<file path="config.mk">
export PLATFORM = sky130hd
export DESIGN_NAME = cordic_angle_sequencer
export DESIGN_NICKNAME = d
export VERILOG_FILES = /design/src/rtl/cordic_angle_sequencer.sv
export SDC_FILE = /design/constraint.sdc
export NUM_CORES = 1
export LEC_CHECK = 0
export CORE_ASPECT_RATIO = 0.8
export CORE_MARGIN = 4
export CORE_UTILIZATION = 54
export CTS_CLUSTER_SIZE = 10
export DETAILED_ROUTE_END_ITERATION = 8
export MAX_ROUTING_LAYER = met4
export PLACE_DENSITY_LB_ADDON = 0.2
export SYNTH_ARGS = -nofsm -noshare
export SYNTH_HDL_FRONTEND = slang
export SYNTH_SLANG_ARGS = --single-unit
</file>
<file path="constraint.sdc">
create_clock -name clk -period 4.95 [get_ports clk]
set_clock_uncertainty 0.2 [all_clocks]
set_input_delay 0.7425 -clock clk [delete_from_list [all_inputs] [get_ports clk]]
set_output_delay 0.7425 -clock clk [all_outputs]
set_load 0.01 [all_outputs]
</file>
<file path="src/rtl/cordic_angle_sequencer.sv">
`timescale 1ns/1ps
// cordic_angle_sequencer
// Issues a sweep of angles (unsigned 12.20 degrees, wrapping at 360) with a
// fixed-amplitude vector to a downstream rotator of latency LAT, and tracks
// the rotator results through a LAT-deep {valid, index} delay line.
// Optional feature macro: CORDIC_SEQ_QUAD_TAG_EN adds result_quad, the
// quadrant of the issued angle, delayed alongside result_valid.
module cordic_angle_sequencer #(
  parameter int N   = 31,
  parameter int M   = 31,
  parameter int LAT = 18
) (
  input  logic         clk,
  input  logic         rst,
  input  logic         start,
  input  logic [M:0]   start_angle,
  input  logic [M:0]   step_angle,
  input  logic [15:0]  num_samples,
  input  logic [N:0]   amp,
  input  logic         hold,
  output logic [M:0]   angle_out,
  output logic [N:0]   x0_out,
  output logic [N:0]   y0_out,
  output logic         sample_valid,
  output logic         result_valid,
  output logic [15:0]  result_idx,
  output logic         busy,
  output logic         done,
  output logic         err
`ifdef CORDIC_SEQ_QUAD_TAG_EN
  ,
  output logic [1:0]   result_quad
`endif
);

  // Full turn in M+2 bits so that acc+step never overflows before reduction.
  localparam logic [M+1:0] ANG_360 = (M+2)'(32'h1680_0000);
  localparam logic [M:0]   ANG_360_S = (M+1)'(32'h1680_0000);

  typedef enum logic [1:0] {
    S_IDLE  = 2'd0,
    S_RUN   = 2'd1,
    S_DRAIN = 2'd2,
    S_DONE  = 2'd3
  } state_t;

  state_t       state_q, state_d;
  logic [M:0]   acc_q, acc_d;
  logic [M:0]   step_q, step_d;
  logic [15:0]  cnt_q, cnt_d;
  logic [15:0]  num_q, num_d;
  logic         err_q, err_d;

  logic [M+1:0] sum;
  logic         cfg_ok;

  logic         dl_valid_q [LAT];
  logic         dl_valid_d [LAT];
  logic [15:0]  dl_idx_q   [LAT];
  logic [15:0]  dl_idx_d   [LAT];

`ifdef CORDIC_SEQ_QUAD_TAG_EN
  localparam logic [M:0] ANG_90  = (M+1)'(32'h05A0_0000);
  localparam logic [M:0] ANG_180 = (M+1)'(32'h0B40_0000);
  localparam logic [M:0] ANG_270 = (M+1)'(32'h10E0_0000);
  logic [1:0]   quad_now;
  logic [1:0]   dl_quad_q [LAT];
  logic [1:0]   dl_quad_d [LAT];
`endif

  // Next-state, sweep bookkeeping and issue-side outputs.
  always_comb begin
    state_d      = state_q;
    acc_d        = acc_q;
    step_d       = step_q;
    cnt_d        = cnt_q;
    num_d        = num_q;
    err_d        = 1'b0;
    sample_valid = 1'b0;
    done         = 1'b0;
    sum          = {1'b0, acc_q} + {1'b0, step_q};
    cfg_ok       = ({1'b0, start_angle} < ANG_360) && ({1'b0, step_angle} < ANG_360);

    case (state_q)
      S_IDLE: begin
        if (start) begin
          if (!cfg_ok) begin
            err_d = 1'b1;
          end else begin
            acc_d   = start_angle;
            step_d  = step_angle;
            num_d   = num_samples;
            cnt_d   = 16'd0;
            state_d = (num_samples == 16'd0) ? S_DONE : S_RUN;
          end
        end
      end
      S_RUN: begin
        if (!hold) begin
          sample_valid = 1'b1;
          // Single conditional subtraction suffices: both operands are below 360.
          if (sum >= ANG_360) begin
            acc_d = acc_q + step_q - ANG_360_S;
          end else begin
            acc_d = acc_q + step_q;
          end
          cnt_d = cnt_q + 16'd1;
          if (cnt_q + 16'd1 == num_q) begin
            state_d = S_DRAIN;
          end
        end
      end
      S_DRAIN: begin
        if (result_valid && (result_idx == num_q - 16'd1)) begin
          state_d = S_DONE;
        end
      end
      S_DONE: begin
        done    = 1'b1;
        state_d = S_IDLE;
      end
      default: begin
        state_d = S_IDLE;
      end
    endcase
  end

  // Delay-line input is the current issue; each stage shifts every cycle, hold or not.
  always_comb begin
    dl_valid_d[0] = sample_valid;
    dl_idx_d[0]   = sample_valid ? cnt_q : 16'd0;
    for (int i = 1; i < LAT; i++) begin
      dl_valid_d[i] = dl_valid_q[i-1];
      dl_idx_d[i]   = dl_idx_q[i-1];
    end
  end

`ifdef CORDIC_SEQ_QUAD_TAG_EN
  // Quadrant of the angle being issued, delayed in step with the index.
  always_comb begin
    if (acc_q < ANG_90) begin
      quad_now = 2'd0;
    end else if (acc_q < ANG_180) begin
      quad_now = 2'd1;
    end else if (acc_q < ANG_270) begin
      quad_now = 2'd2;
    end else begin
      quad_now = 2'd3;
    end
    dl_quad_d[0] = sample_valid ? quad_now : 2'd0;
    for (int i = 1; i < LAT; i++) begin
      dl_quad_d[i] = dl_quad_q[i-1];
    end
  end

  // Quadrant delay-line registers.
  always_ff @(posedge clk) begin
    for (int i = 0; i < LAT; i++) begin
      if (rst) begin
        dl_quad_q[i] <= 2'd0;
      end else begin
        dl_quad_q[i] <= dl_quad_d[i];
      end
    end
  end

  assign result_quad = dl_quad_q[LAT-1];
`endif

  // State, configuration and accumulator registers.
  always_ff @(posedge clk) begin
    if (rst) begin
      state_q <= S_IDLE;
      acc_q   <= '0;
      step_q  <= '0;
      cnt_q   <= 16'd0;
      num_q   <= 16'd0;
      err_q   <= 1'b0;
    end else begin
      state_q <= state_d;
      acc_q   <= acc_d;
      step_q  <= step_d;
      cnt_q   <= cnt_d;
      num_q   <= num_d;
      err_q   <= err_d;
    end
  end

  // Valid/index delay-line registers; cleared by reset so no stale results survive.
  always_ff @(posedge clk) begin
    for (int i = 0; i < LAT; i++) begin
      if (rst) begin
        dl_valid_q[i] <= 1'b0;
        dl_idx_q[i]   <= 16'd0;
      end else begin
        dl_valid_q[i] <= dl_valid_d[i];
        dl_idx_q[i]   <= dl_idx_d[i];
      end
    end
  end

  assign busy         = (state_q != S_IDLE);
  assign err          = err_q;
  assign angle_out    = (state_q == S_RUN) ? acc_q : '0;
  assign x0_out       = sample_valid ? amp : '0;
  assign y0_out       = '0;
  assign result_valid = dl_valid_q[LAT-1];
  assign result_idx   = dl_idx_q[LAT-1];

endmodule

</file>
; Word level (Yosys, flattened, before mapping)
; Memory sizes are Yosys's and may differ from the RTL's.
; Cells that the tools add are included.
[totals]
reg_bits = 99
latchBits = 0
ramBits = 306
rom_bits = 0
inputBits = 116
output_inout_bits = 117
memories = 2
[memory_table]
columns = memory, depth, word_bits, read_ports, rd_ports_with_merged_regs, wr, line
row1 = dl_idx_q, 18, 16, 18, 0, 18, 59  ; logic [15:0] dl_idx_q [LAT];
row2 = dl_valid_q, 18, 1, 18, 0, 18, 57  ; logic dl_valid_q [LAT];
[op_classes]
addsub = 5
multipliers = 0
n_div = 0
magnitude_cmp = 3
n_eq_ne = 10
shifts = 0
n_mux = 62
bitwise = 38
reduce_logical = 10
[ops]
columns = cell, count
row1 = two-way mux 16 bit, 22
row2 = two-way mux 32 bit, 6
row3 = "< comparator 32 x 29 -> 1 bit, second input constant", 2
row4 = one-hot mux 32 bit (2 select lines), 1
row5 = bitwise OR 1 bit, 36
row6 = adder 32 x 32 -> 33 bit, 1
row7 = ">= comparator 33 x 29 -> 1 bit, second input constant", 1
row8 = adder 32 bit, 1
row9 = equality test 16 bit, 2
row10 = one-hot mux 16 bit (2 select lines), 1
row11 = "subtractor 32 x 29 -> 32 bit, second input constant", 1
row12 = two-way mux 1 bit, 25
row13 = "adder 16 x 1 -> 16 bit, second input constant", 1
row14 = zero test 16 bit, 1
row15 = "subtractor 16 x 1 -> 16 bit, second input constant", 1
row16 = two-way mux 2 bit, 6
row17 = "!= test 2 bit, second input constant", 5
row18 = one-hot mux 2 bit (4 select lines), 1
row19 = AND reduction 5 bit, 1
row20 = "equality test 2 bit, second input constant", 2
row21 = AND reduction 4 bit, 1
row22 = nonzero test 2 bit, 2
row23 = AND reduction 3 bit, 1
row24 = OR reduction 3 bit, 1
row25 = 4 further kinds, 6

; Depth between registers and ports, before layout
; Gate-level depths: netlist (run 1).
[depth]
word_depth = 5
ltp_mapped = 17
depth_no_buf = 16

; Worst setup path before layout (run 1)
; OpenSTA, ideal clock, no wires.
[synth_timing]
kind = reg-to-reg
from = register acc_q[0]
to = register acc_q[24]
arrival_time_ns = 3.526
required_ns = 4.655
slack_ns = 1.129
stages_incl_launch_ff = 18
n_path_buf = 1
period_less_slack_ns = 3.821
cell_sequence = dfxtp_1 ha_1 fa_1 nand3_1 a211oi_1 o21ai_0 nand3_1 a31oi_1 xnor2_1 inv_1 ha_1 nor4_1 o21ai_1 and4_1 buf_6 nand2_1 mux2_2 a221oi_1
[synth_between]
elab_chain_cells = 5
elab_cells_between_ends = 7
[synth_rtl]
columns = item, line
row1 = "start, declared", 48  ; logic [M:0] acc_q, acc_d;
row2 = "start signal, assigned", 174  ; acc_q <= '0;
row3 = "start signal, assigned", 181  ; acc_q <= acc_d;
row4 = adder 32 bit / adder 32 x 32 -> 33 bit (equally long branches), "103, 105, 81"
row5 = subtractor 32 x 29 -> 32 bit / >= comparator 33 x 29 -> 1 bit (equally long branches), "103, 102"
row6 = two-way mux 32 bit *, 102  ; if (sum >= ANG_360) begin
row7 = two-way mux 32 bit *, 99  ; if (!hold) begin
row8 = one-hot mux 32 bit (2 select lines) *, 84  ; case (state_q)
; Mark *: on every way between the ends. The rest lies on a longest branch, timed or not. The select of a mux whose other input is x is not followed.
; A chain may end at the register's enable or synchronous reset.

; Final worst setup path (run 1)
; Same ends and word-level chain as after synthesis.

==> impl_metrics.json, run 1 <==
{
  "hold_buffers": 0,
  "first_global_vias": 11111,
  "clkLatencyLatePin_ns": 0.56,
  "portBuffers": 200,
  "grt_max_degree": 148,
  "setup_violations": 0,
  "diodes": 0,
  "arrival_ns": 4.83,
  "grt_use_total": 0.239,
  "fin_tns_setup_ns": 0,
  "ys_ff_latch": 405,
  "htree_num_levels": 2,
  "start_kind": "register",
  "cts_tree": "done",
  "clockRootBuffer": "clkbuf_16",
  "postCtsSetupBuffers": 0,
  "nets": 1991,
  "die_w_um": 199,
  "place_worst_setup_slack_ns": 0.497,
  "cts_buffers": 46,
  "pwr-share-seq": 0.469,
  "startpoint": "acc_q[0]",
  "vias": 11584,
  "dp_hpwl_um": 27300,
  "drv_slew": 0,
  "nFillCells": 2283,
  "powerDensity_mw_per_mm2": 374,
  "synth_area_mm2": 0.0158,
  "area_delta_synth_final_pct": 20.8,
  "mostFrequentLayoutCell": "dfxtp_1",
  "layout_common_cells": "dfxtp_1 (405), nor2b_1 (293), clkdlybuf4s50_1 (199)",
  "ff2ff_path_depth": 16,
  "finalHoldViolCount": 0,
  "worst_slew_pin_slew_ns": 1.05,
  "p_sw_mw": 1.79,
  "combPwrFrac": 0.128,
  "clkPwrFrac": 0.402,
  "cp-end-kind": "register",
  "wl_per_cell_um": 17.3,
  "synth_flop_cell": "dfxtp_1",
  "async_flop_share": 0,
  "initialDrtViolationCount": 759,
  "drive_above_1_share": 0.0430,
  "io_pins": 233,
  "synth_cell_type_count": 67,
  "cts_buffer_depth": 3,
  "whs_path_depth": 1,
  "via_per_inst": 5.24,
  "fin_crit_ns": 4.56,
  "max_cap_violations": 0,
  "gp_congestion": 0.878,
  "clkSinkCount": 405,
  "timing.rr.start": "acc_q[0]",
  "drc": 0,
  "dieHeight_um": 161,
  "finalWirelength_um": 38200,
  "overflow": 0,
  "status": "finished clean",
  "synth.avg_cell_area_um2": 9.43,
  "syn_inst": 1675,
  "antenna_found_initial": 0,
  "rows": 55,
  "synth_warnings": 0,
  "hold_path.class": "reg2reg",
  "fin_ws_ns": 0.385,
  "dr.pass1.iters": 5,
  "hp-start": "dl_idx_q[7][5]",
  "core_mm2": 0.0286,
  "slew_headroom": 0.294,
  "synth_edf_count": 0,
  "critPathRequiredTime_ns": 5.21,
  "finalCritPeriodShare": 0.922,
  "crit_type": "reg2reg",
  "path_clk_slew_ns": 0.06,
  "peakVddDrop_mv": 0.289,
  "grt_pass1_wl_um": 60000,
  "ant_nets": 0,
  "cts_resized": 0,
  "start_util": 0.553,
  "internal-power_mw": 5.34,
  "die_area_mm2": 0.0321,
  "cp_max_fo": 8,
  "timing.fmax_ghz": 0.219,
  "synth_seq_area_share": 0.513,
  "rsz0062_at_grt": "false",
  "power_leakage_nw": 7.45,
  "switching_share": 0.251
}
power by group through the flow:
stage,Sequential (mW),Clock [mW],Combinational (mW)
4_1_cts,3.35,2.94,0.915
6_report,3.35,2.87,0.915
3_3_place_gp,3.41,0,0.902
3_5_place_dp,3.42,0,0.906
5_1_grt,3.35,3.08,0.997
2_1_floorplan,3.40,0,0.564
logic make-up after synthesis:
logic type,Yosys count,synth area share
mux,25,0.0160
xor+xnor,83,0.0460
compound gates,248,0.0980
buf+inv,141,0.0431
fa+ha+maj,40,0.0322
flops,405,0.513
other cells,1,0.000237
simple gates,732,0.251
Yosys cell counts (all sizes together), types with 2 or more instances:
cell type	n	area (µm²)
nor4	16	115
a21oi	102	514
nor2b	293	1830
o21bai	4	30.0
o21ai	47	235
a21o	7	52.6
nor3b	4	30.0
o21a	3	22.5
nor3	15	75.1
nor2	76	285
a21boi	2	15.0
o211a	4	40.0
nand2	167	627
xnor2	50	438
o211ai	8	60.1
a22oi	6	45.0
nand3	24	120
or4	4	30.0
a22o	2	17.5
and3	11	68.8
mux2i	23	230
nand2b	6	37.5
a31oi	8	56.3
nand4	16	100
mux2	2	22.5
a311oi	2	17.5
ha	39	488
dfxtp	405	8110
inv	13	48.8
a211o	2	17.5
o31ai	4	30.0
and2	85	532
a211oi	29	228
and4	4	35.0
xor2	33	289
or3	7	50.1
buf	50	339
or2	2	12.5
clkbuf	78	293
o2111ai	2	17.5
a221oi	6	58.8
registers in the layout (all words and copies together), names as in the netlist:
register / cells
dl_idx_q: 288
acc_q: 32
step_q: 32
dl_valid_q: 18
cnt_q: 16
num_q: 16
state_q: 2
err: 1
layout make-up:
class	instances	area [µm²]	share of cell area
clock buffer	48	1160	0.0607
multi-input combinational	1160	7150	0.375
inverter	13	48.8	0.00256
clock inverter	4	63.8	0.00335
tap	370	463	0.0243
sequential	405	8110	0.425
timing repair buffer	209	2090	0.109
worst max-delay path, cell delays in order, from the launching register on:
cell	delay, ns
dfxtp_1	0.32
ha_1	0.25
fa_1	0.43
nand3_1	0.16
a211oi_1	0.14
o21ai_0	0.27
nand3_1	0.25
a31oi_1	0.26
xnor2_1	0.20
inv_1	0.13
ha_1	0.21
nor4_1	0.46
o21ai_1	0.18
and4_1	0.29
nand2_1	0.16
mux2_2	0.35
a221oi_1	0.23
final timing paths:
kind	endpoint	slack (ns)
setup / recovery	acc_q[24]	0.39
hold / removal	dl_idx_q[7][21]	0.22
setup reg to reg	acc_q[24]	0.39
hold reg to reg	dl_idx_q[7][21]	0.22
per-layer routing:
metal	up-vias	GRT usage	wire [µm]
met5	-	-	0
met4	0	0.0472	502
met3	46	0.0446	2590
met2	392	0.337	15600
met1	5369	0.360	19500
li1	5777	-	-
stage by stage:
stage | util | std cells | hold WS (ns) | power, mW | instance area, µm²
floorplan | - | 1706 | 0.214 | 3.97 | 15900
global placement | 0.625 | 2157 | 0.216 | 4.31 | 17900
detailed placement | 0.625 | 2157 | 0.220 | 4.32 | 17900
CTS | 0.668 | 2209 | 0.223 | 7.20 | 19100
global route | 0.668 | 2209 | 0.240 | 7.43 | 19100
finish | 0.668 | 2209 | 0.216 | 7.13 | 19100
(Power assumes the default switching activity.)
==> inputs of run 2 (changes only) <==
--- a/config.mk
+++ b/config.mk
@@ -5,7 +5,7 @@
 export SDC_FILE = /design/constraint.sdc
 export NUM_CORES = 1
 export LEC_CHECK = 0
-export CORE_ASPECT_RATIO = 0.8
+export CAP_MARGIN = 20
 export CORE_MARGIN = 4
 export CORE_UTILIZATION = 54
 export CTS_CLUSTER_SIZE = 10
==> run 2 against run 1 <==
  * Flip-flop and latch count did not move
  * Core utilization barely moved
  * Register-to-register slack improved by 0.20 ns
  * Clock-buffer cell count rose by 6
  * Critical path depth did not move
  * Final cell count rose by 1.0%
  * Critical path type unchanged
  * Sequential share of layout area fell by 0.32 points
  * Routed wire length fell by 5.5%
==> impl_metrics.json, run 2 (synthesis results as in run 1) <==
{
  "status": "finished clean",
  "clockRootBuffer": "clkbuf_16",
  "arrival_ns": 4.61,
  "area_delta_synth_final_pct": 21.7,
  "layout_common_cells": "dfxtp_1 (405), nor2b_1 (293), clkdlybuf4s50_1 (199)",
  "rows": 62,
  "slew_headroom": 0.361,
  "path_clk_slew_ns": 0.06,
  "cts_buffers": 47,
  "htree_num_levels": 2,
  "finalHoldViolCount": 0,
  "crit_type": "reg2reg",
  "grt_use_total": 0.225,
  "via_per_inst": 5.22,
  "diodes": 0,
  "postCtsSetupBuffers": 0,
  "worst_slew_pin_slew_ns": 0.958,
  "overflow": 0,
  "io_pins": 233,
  "gp_congestion": 0.960,
  "critPathRequiredTime_ns": 5.20,
  "largest-register": "dl_idx_q",
  "rsz0062_at_grt": "false",
  "power_leakage_nw": 7.51,
  "final_core_util": 0.668,
  "nFillCells": 2325,
  "nets": 1994,
  "die_w_um": 179,
  "dp_hpwl_um": 25300,
  "peakVddDrop_mv": 0.245,
  "antenna_found_initial": 0,
  "hold_buffers": 0,
  "ant_nets": 0,
  "wl_per_cell_um": 16.2,
  "first_global_vias": 10786,
  "max_cap_violations": 0,
  "powerDensity_mw_per_mm2": 379,
  "cts_buffer_depth": 3,
  "clkSinkCount": 405,
  "core_mm2": 0.0288,
  "fin_crit_ns": 4.36,
  "drive_above_1_share": 0.0455,
  "fin_tns_setup_ns": 0,
  "hold_path.class": "reg2reg",
  "timing.fmax_ghz": 0.229,
  "cp_max_fo": 8,
  "grt_max_degree": 147,
  "portBuffers": 200,
  "clkLatencyLatePin_ns": 0.55,
  "drv_slew": 0,
  "start_kind": "register",
  "setup_violations": 0,
  "die_area_mm2": 0.0321,
  "mostFrequentLayoutCell": "dfxtp_1",
  "finalWirelength_um": 36000,
  "cts_tree": "done",
  "dr.pass1.iters": 5,
  "top_regs": "dl_idx_q: 288 flops, acc_q: 32 flops, step_q: 32 flops",
  "vias": 11645,
  "dieHeight_um": 179,
  "initialDrtViolationCount": 920,
  "drc": 0,
  "largest_reg_flops": 288,
  "grt_pass1_wl_um": 56200,
  "cts_resized": 0,
  "finalCritPeriodShare": 0.881,
  "start_util": 0.549,
  "cp-end-kind": "register"
}
run 2: area by class of cell:
cell class | count | area, µm² | area share
clock inverters | 4 | 85.1 | 0.00443
multi-input cells | 1160 | 7140 | 0.372
well taps | 384 | 480 | 0.0250
flip-flops and latches | 405 | 8110 | 0.422
inverters | 13 | 48.8 | 0.00254
repair buffers | 211 | 2110 | 0.110
clock buffers | 54 | 1240 | 0.0647
run 2: path summary, 6_finish.rpt:
kind	from	to	slack, ns	cells past startpoint
max	acc_q[0]	acc_q[24]	0.59	16
min	dl_idx_q[6][0]	dl_idx_q[6][16]	0.23	1
max reg2reg	acc_q[0]	acc_q[24]	0.59	16
min reg2reg	dl_idx_q[6][0]	dl_idx_q[6][16]	0.23	1
run 2: per-stage QoR:
step	instances	setup WS [ns]	power, mW	hold WS (ns)	cell area, µm²
after floorplan	1706	1.13	3.97	0.214	15900
after global placement	2173	0.740	4.29	0.216	17900
after detailed placement	2173	0.631	4.31	0.222	17900
after CTS	2231	0.593	7.35	0.230	19200
after global routing	2231	0.310	7.55	0.246	19200
final	2231	0.587	7.28	0.227	19200
run 2: power by group:
| group | leakage (nW) | switching [mW] | internal, mW | total [mW] |
|---|---|---|---|---|
| clock | 0.650 | 1.22 | 1.81 | 3.03 |
| sequential | 3.26 | 0.0369 | 3.31 | 3.35 |
| combinational | 3.60 | 0.524 | 0.381 | 0.905 |
run 2: metal layers:
metal	global-route usage	up-vias	wire length [µm]
li1	-	5777	-
met1	0.320	5394	17200
met2	0.336	419	15700
met3	0.0367	55	2430
met4	0.0598	0	718
met5	-	-	0
run 2: worst max-delay path: stages, from the launching register on:
cell and delay [ns]:
dfxtp_1 0.32, ha_1 0.24, fa_1 0.41, nand3_1 0.14, a211oi_1 0.11, o21ai_0 0.20, nand3_1 0.24, a31oi_1 0.27
xnor2_1 0.19, inv_1 0.13, ha_1 0.21, nor4_1 0.43, o21ai_1 0.17, and4_1 0.28, nand2_1 0.16, mux2_2 0.34
a221oi_1 0.23
==> RTL edit 1, RTL diff (config.mk and constraints of run 1) <==
The option `CORDIC_SEQ_QUAD_TAG_EN` is turned on by a define.
--- a/src/rtl/cordic_angle_sequencer.sv
+++ b/src/rtl/cordic_angle_sequencer.sv
@@ -5,6 +5,8 @@
 // the rotator results through a LAT-deep {valid, index} delay line.
 // Optional feature macro: CORDIC_SEQ_QUAD_TAG_EN adds result_quad, the
 // quadrant of the issued angle, delayed alongside result_valid.
+`define CORDIC_SEQ_QUAD_TAG_EN
+
 module cordic_angle_sequencer #(
   parameter int N   = 31,
   parameter int M   = 31,
Behaviour (old outputs only; new: result_quad): same outputs for any inputs over 4 cycles, from zero or initial values and one cycle with rst high; that may be too few to reach the edited logic, so the function may still have changed.
==> RTL edit 1 against run 1 <==
  * Non-clock buffer count increased by 9
  * Area after synthesis increased by 7.8%
  * Critical path type unchanged
  * Largest power group unchanged
  * Global-route usage decreased by 0.41 points
  * Sequential power increased by 13%
  * Utilization increased by 0.25 points
  * Largest cell class unchanged
  * Wire length increased by 5.5%
  * Setup slack improved by 0.27 ns
  * Design area increased by 8.0%
  * Power increased by 19%
  * Sequential cell count increased by 36
==> RTL edit 1: results (changes against run 1) <==
Clock latency on the worst-skew pair: 0.56 ns (about the same). First element of the critical path: acc_q[0]. Sorting the synthesized cells by area gives the leading types as dfxtp_1 (52%), nor2b_1 (12%), nand2_1 (4.3%). The tools report the number of warnings issued by yosys as 0 (unchanged).

The flow ran to the end, and the final reports show no timing, DRC or antenna violations. The number of distinct standard cells referenced by the synthesized netlist came out at 75 (+12%). The main combinational cell family by area after synthesis was simple AND/OR/NAND/NOR gates. The adder and majority gate portion of the synthesized area works out to 0.0298 (-0.00232). For the post-synthesis cell count, the log shows 1,813 (+8.2%). For the overall fraction of global-route tracks in use, the log shows 0.235 (-0.00408). The tools report the CTS buffer count as 50 (+8.7%). Maximum fanout count along the critical path: 6 (-2). The number of setup buffers added after CTS came out at 0 (unchanged). The synthesized-area fraction occupied by ao, oa, aoi and oai cells is 0.101 (+0.00315).

After synthesis, the most frequently instantiated cells are dfxtp_1 (441), nor2b_1 (328), nand2_1 (195). The type of the tightest min-delay check is flop to flop. The tools report the total wirelength of the detailed-routed design as 40,200 um (+5.5%). The share of cells above drive strength 1 works out to 0.0522 (+0.00922).

The logs give 8.00 nW (+7.5%) for the static leakage and 4.49 ns (-0.34 ns) for the data arrival time of the critical path. The placed cell count was 2,348 (+8.9%); the deepest clock path buffer count was 3 (unchanged). The post-synthesis xor/xnor area fraction is 0.0359 (-0.0102). The final number of max-transition violations was 0 (unchanged); the number of detailed-routing iterations run before antenna repair was 5 (unchanged). Relative max-transition margin: 0.323 (+0.0286).

In the final layout, the registers with the most flip-flops are dl_idx_q x288, dl_quad_q x36. For the iteration-0 DRC count of the detailed router, the log shows 911 (+20%). The maximum level of the CTS H-tree was 2 (unchanged). The net total in the final layout came out at 2,143 (+7.6%). Total half-perimeter wirelength after legalization and detailed placement: 28,300 um (+3.6%).

Number of global-route vias before repair: 12,100 (+9.0%). The share of synthesized area occupied by flip-flops and latches was 0.519 (+0.00533); the post-synthesis async set-or-reset flop share was 0 (unchanged). The root buffer cell chosen for the clock tree is clkbuf_16.

The initial antenna violation count was 0 (unchanged); the number of fill cells was 2,451 (+7.4%). For the first-pass GRT wire length, the log shows 63,700 um (+6.3%). The area of placed instances came out at 19,200 um^2 (+7.8%).

In this run the most critical hold path is launched from dl_idx_q[13][7]. The run gives 12,800 (+10%) as the total number of vias. The register clock-pin slew on the reported worst setup and hold paths is 0.05 ns. The tools report the post-cts resize count as 0 (unchanged). The run gives 166 (+12%) as the pin count of the biggest net entering global routing. The antenna diode count was 0 (unchanged); the mean routed wirelength per cell was 16.7 um (-3.2%).

The tools report the core occupancy in the finished layout as 0.670 (+0.00250). The worst slack after detailed placement is 0.594 ns (+0.0967 ns), and the portion of netlist area occupied by mux cells is 0.00706 (-0.00894). The number of buffer cells added on primary ports was 202 (+1.0%). The run gives 0.937 (+6.6%) as the final weighted congestion in routability-driven placement. Maximum ir drop on the vdd rail: 0.269 mV (-7.0%).
## RTL edit 1: cell types whose count changed in the layout (fill, tap and decap cells not counted), moves of 5 or more
cell,run 1,this run
or3_1,5,13
mux2i_1,23,12
nand2_1,167,195
nor2b_1,293,328
nor3_1,14,32
dfxtp_1,405,441
buf_4,8,13
or2_2,2,7
a21boi_0,1,6
a21oi_1,101,120
xnor2_1,50,36
o21ai_1,4,9
## RTL edit 1: worst max-delay path, stage by stage, from the launching register on
cell and delay [ns]:
dfxtp_1 0.32, ha_1 0.23, fa_1 0.41, a211oi_2 0.31, o21ai_1 0.18, a21oi_1 0.51
o21ai_0 0.26, a21oi_1 0.30, xor2_1 0.31, nand3_2 0.13, nor4_4 0.41, nor2_2 0.15
nor4_1 0.32, nor4_2 0.08
## RTL edit 1: power by group
part           internal, mW  switching [mW]
registers              3.66           0.114
logic                 0.593           0.964
clock network          1.86            1.31
## RTL edit 1: layout make-up
class                   instances  share of cell area
multi-input cells            1264               0.372
clock inverters                 4             0.00431
flip-flops and latches        441               0.428
repair buffers                218               0.106
inverters                      12             0.00219
well taps                     413              0.0251
clock buffers                  54              0.0619
## RTL edit 1: path summary, 6_finish.rpt
path / end / slack (ns) / cells after the start
worst max register to register: acc_q[26] / 0.66 / 13
worst min-delay path: dl_idx_q[14][7] / 0.21 / 1
worst max-delay path: acc_q[26] / 0.66 / 13
worst min register to register: dl_idx_q[14][7] / 0.21 / 1
## RTL edit 1: routing by layer
metal | part of all wire | global-route usage | vias up | wire length (um)
met1 | 0.49 | 0.346 | 6024 | 19600
met3 | 0.075 | 0.0474 | 40 | 3020
met2 | 0.42 | 0.338 | 405 | 17100
li1 | - | - | 6295 | -
met4 | 0.013 | 0.0463 | 0 | 525
met5 | 0 | - | - | 0
==> RTL edit 2, RTL diff (config.mk and constraints of run 1) <==
Without the edit above. Put a register stage on the output `x0_out`. The value now appears one clock later. The other outputs are not delayed to match.
--- a/src/rtl/cordic_angle_sequencer.sv
+++ b/src/rtl/cordic_angle_sequencer.sv
@@ -202,7 +202,9 @@
   assign busy         = (state_q != S_IDLE);
   assign err          = err_q;
   assign angle_out    = (state_q == S_RUN) ? acc_q : '0;
-  assign x0_out       = sample_valid ? amp : '0;
+  always_ff @(posedge clk) begin
+    x0_out <= sample_valid ? amp : '0;
+  end
   assign y0_out       = '0;
   assign result_valid = dl_valid_q[LAT-1];
   assign result_idx   = dl_idx_q[LAT-1];
Behaviour: not the same (Yosys sat finds a counterexample within 4 cycles, from zero or initial values and one cycle with rst high).
==> RTL edit 2 against run 1 <==
  * Maximum frequency is 0.59% higher
  * Area after synthesis is 6.2% higher
  * Power is 21% higher
  * Count of clock-buffer cells in the layout is 7 higher
  * Sequential cell count is 32 higher
  * Worst hold slack better by 0.0089 ns
  * Design area is 6.5% higher
  * Setup slack better by 0.027 ns
  * Wire length is 8.9% higher
  * Critical path type unchanged
  * Largest cell class unchanged
  * Highest routed layer unchanged
==> RTL edit 2: results (changes against run 1) <==
The run gives 0.342 (+0.00484) as the global routing met2 resource utilization. Switching power as a share of total power: 0.286 (+0.0354). The tools report the pin count of the biggest net entering global routing as 173 (+17%). The delay contributed by the slowest stage of the critical path works out to 0.54 ns (+0.08 ns).

The run gives 29,500 um (+7.9%) as the total half-perimeter wirelength after legalization and detailed placement. The largest individual stage delay along the critical path comes from the cell or4_1. The logs give 18,900 um^2 (+6.1%) for the area of placed instances and 0.400 mV (+39%) for the maximum ir drop on the vdd rail.

The mean cell area of the mapped netlist was 9.33 um^2 (-1.1%); the number of global-route vias before repair was 12,000 (+7.8%). The overall fraction of global-route tracks in use is 0.245 (+0.00573). Placed cell count: 2,323 (+7.7%). The flow ran to the end, and the final reports show no timing, DRC or antenna violations.

The synthesized-area fraction occupied by ao, oa, aoi and oai cells is 0.103 (+0.00478). The adder and majority gate portion of the synthesized area works out to 0.0303 (-0.00188). The worst-margin pin slew works out to 1.28 ns (+0.231 ns). The met1 demand-to-capacity share in global routing is 0.348 (-0.0126), and the data arrival time of the critical path is 4.81 ns (-0.02 ns).

The mean routed wirelength per cell was 17.4 um (+1.0%); the static leakage was 7.79 nW (+4.6%). The tools report the total wirelength of the detailed-routed design as 41,600 um (+8.9%). The run gives 50 (+8.7%) as the CTS buffer count.

The total met2 wirelength after detailed routing came out at 17,000 um (+9.1%). Ranked by total cell area, the synthesized netlist is headed by dfxtp_1 (52%), nor2b_1 (11%), nand2_1 (4.1%). The net total in the final layout is 2,118 (+6.4%), and the iteration-0 DRC count of the detailed router is 776 (+2.2%).
## RTL edit 2: power groups by stage
stage	Sequential, mW	Clock [mW]	Combinational (mW)
after global placement	3.83	0	1.69
final	3.77	3.15	1.73
after detailed placement	3.84	0	1.71
after CTS	3.77	3.23	1.72
after floorplan	3.82	0	1.12
after global routing	3.79	3.39	1.89
## RTL edit 2: path summary, 6_finish.rpt
kind | from | end | slack, ns | depth (start not counted)
setup reg to reg | acc_q[0] | acc_q[26] | 0.41 | 13
setup / recovery | acc_q[0] | acc_q[26] | 0.41 | 13
hold / removal | dl_idx_q[7][1] | dl_idx_q[7][17] | 0.23 | 1
hold reg to reg | dl_idx_q[7][1] | dl_idx_q[7][17] | 0.23 | 1
## RTL edit 2: layout make-up
cell class                 instances  area, um^2
sequential                       437        8750
timing repair buffer             218        2170
clock buffer                      55        1310
antenna                            1        2.50
tap                              413         517
fill                            2482       10200
inverter                          11        41.3
multi-input combinational       1244        7460
clock inverter                     3        68.8
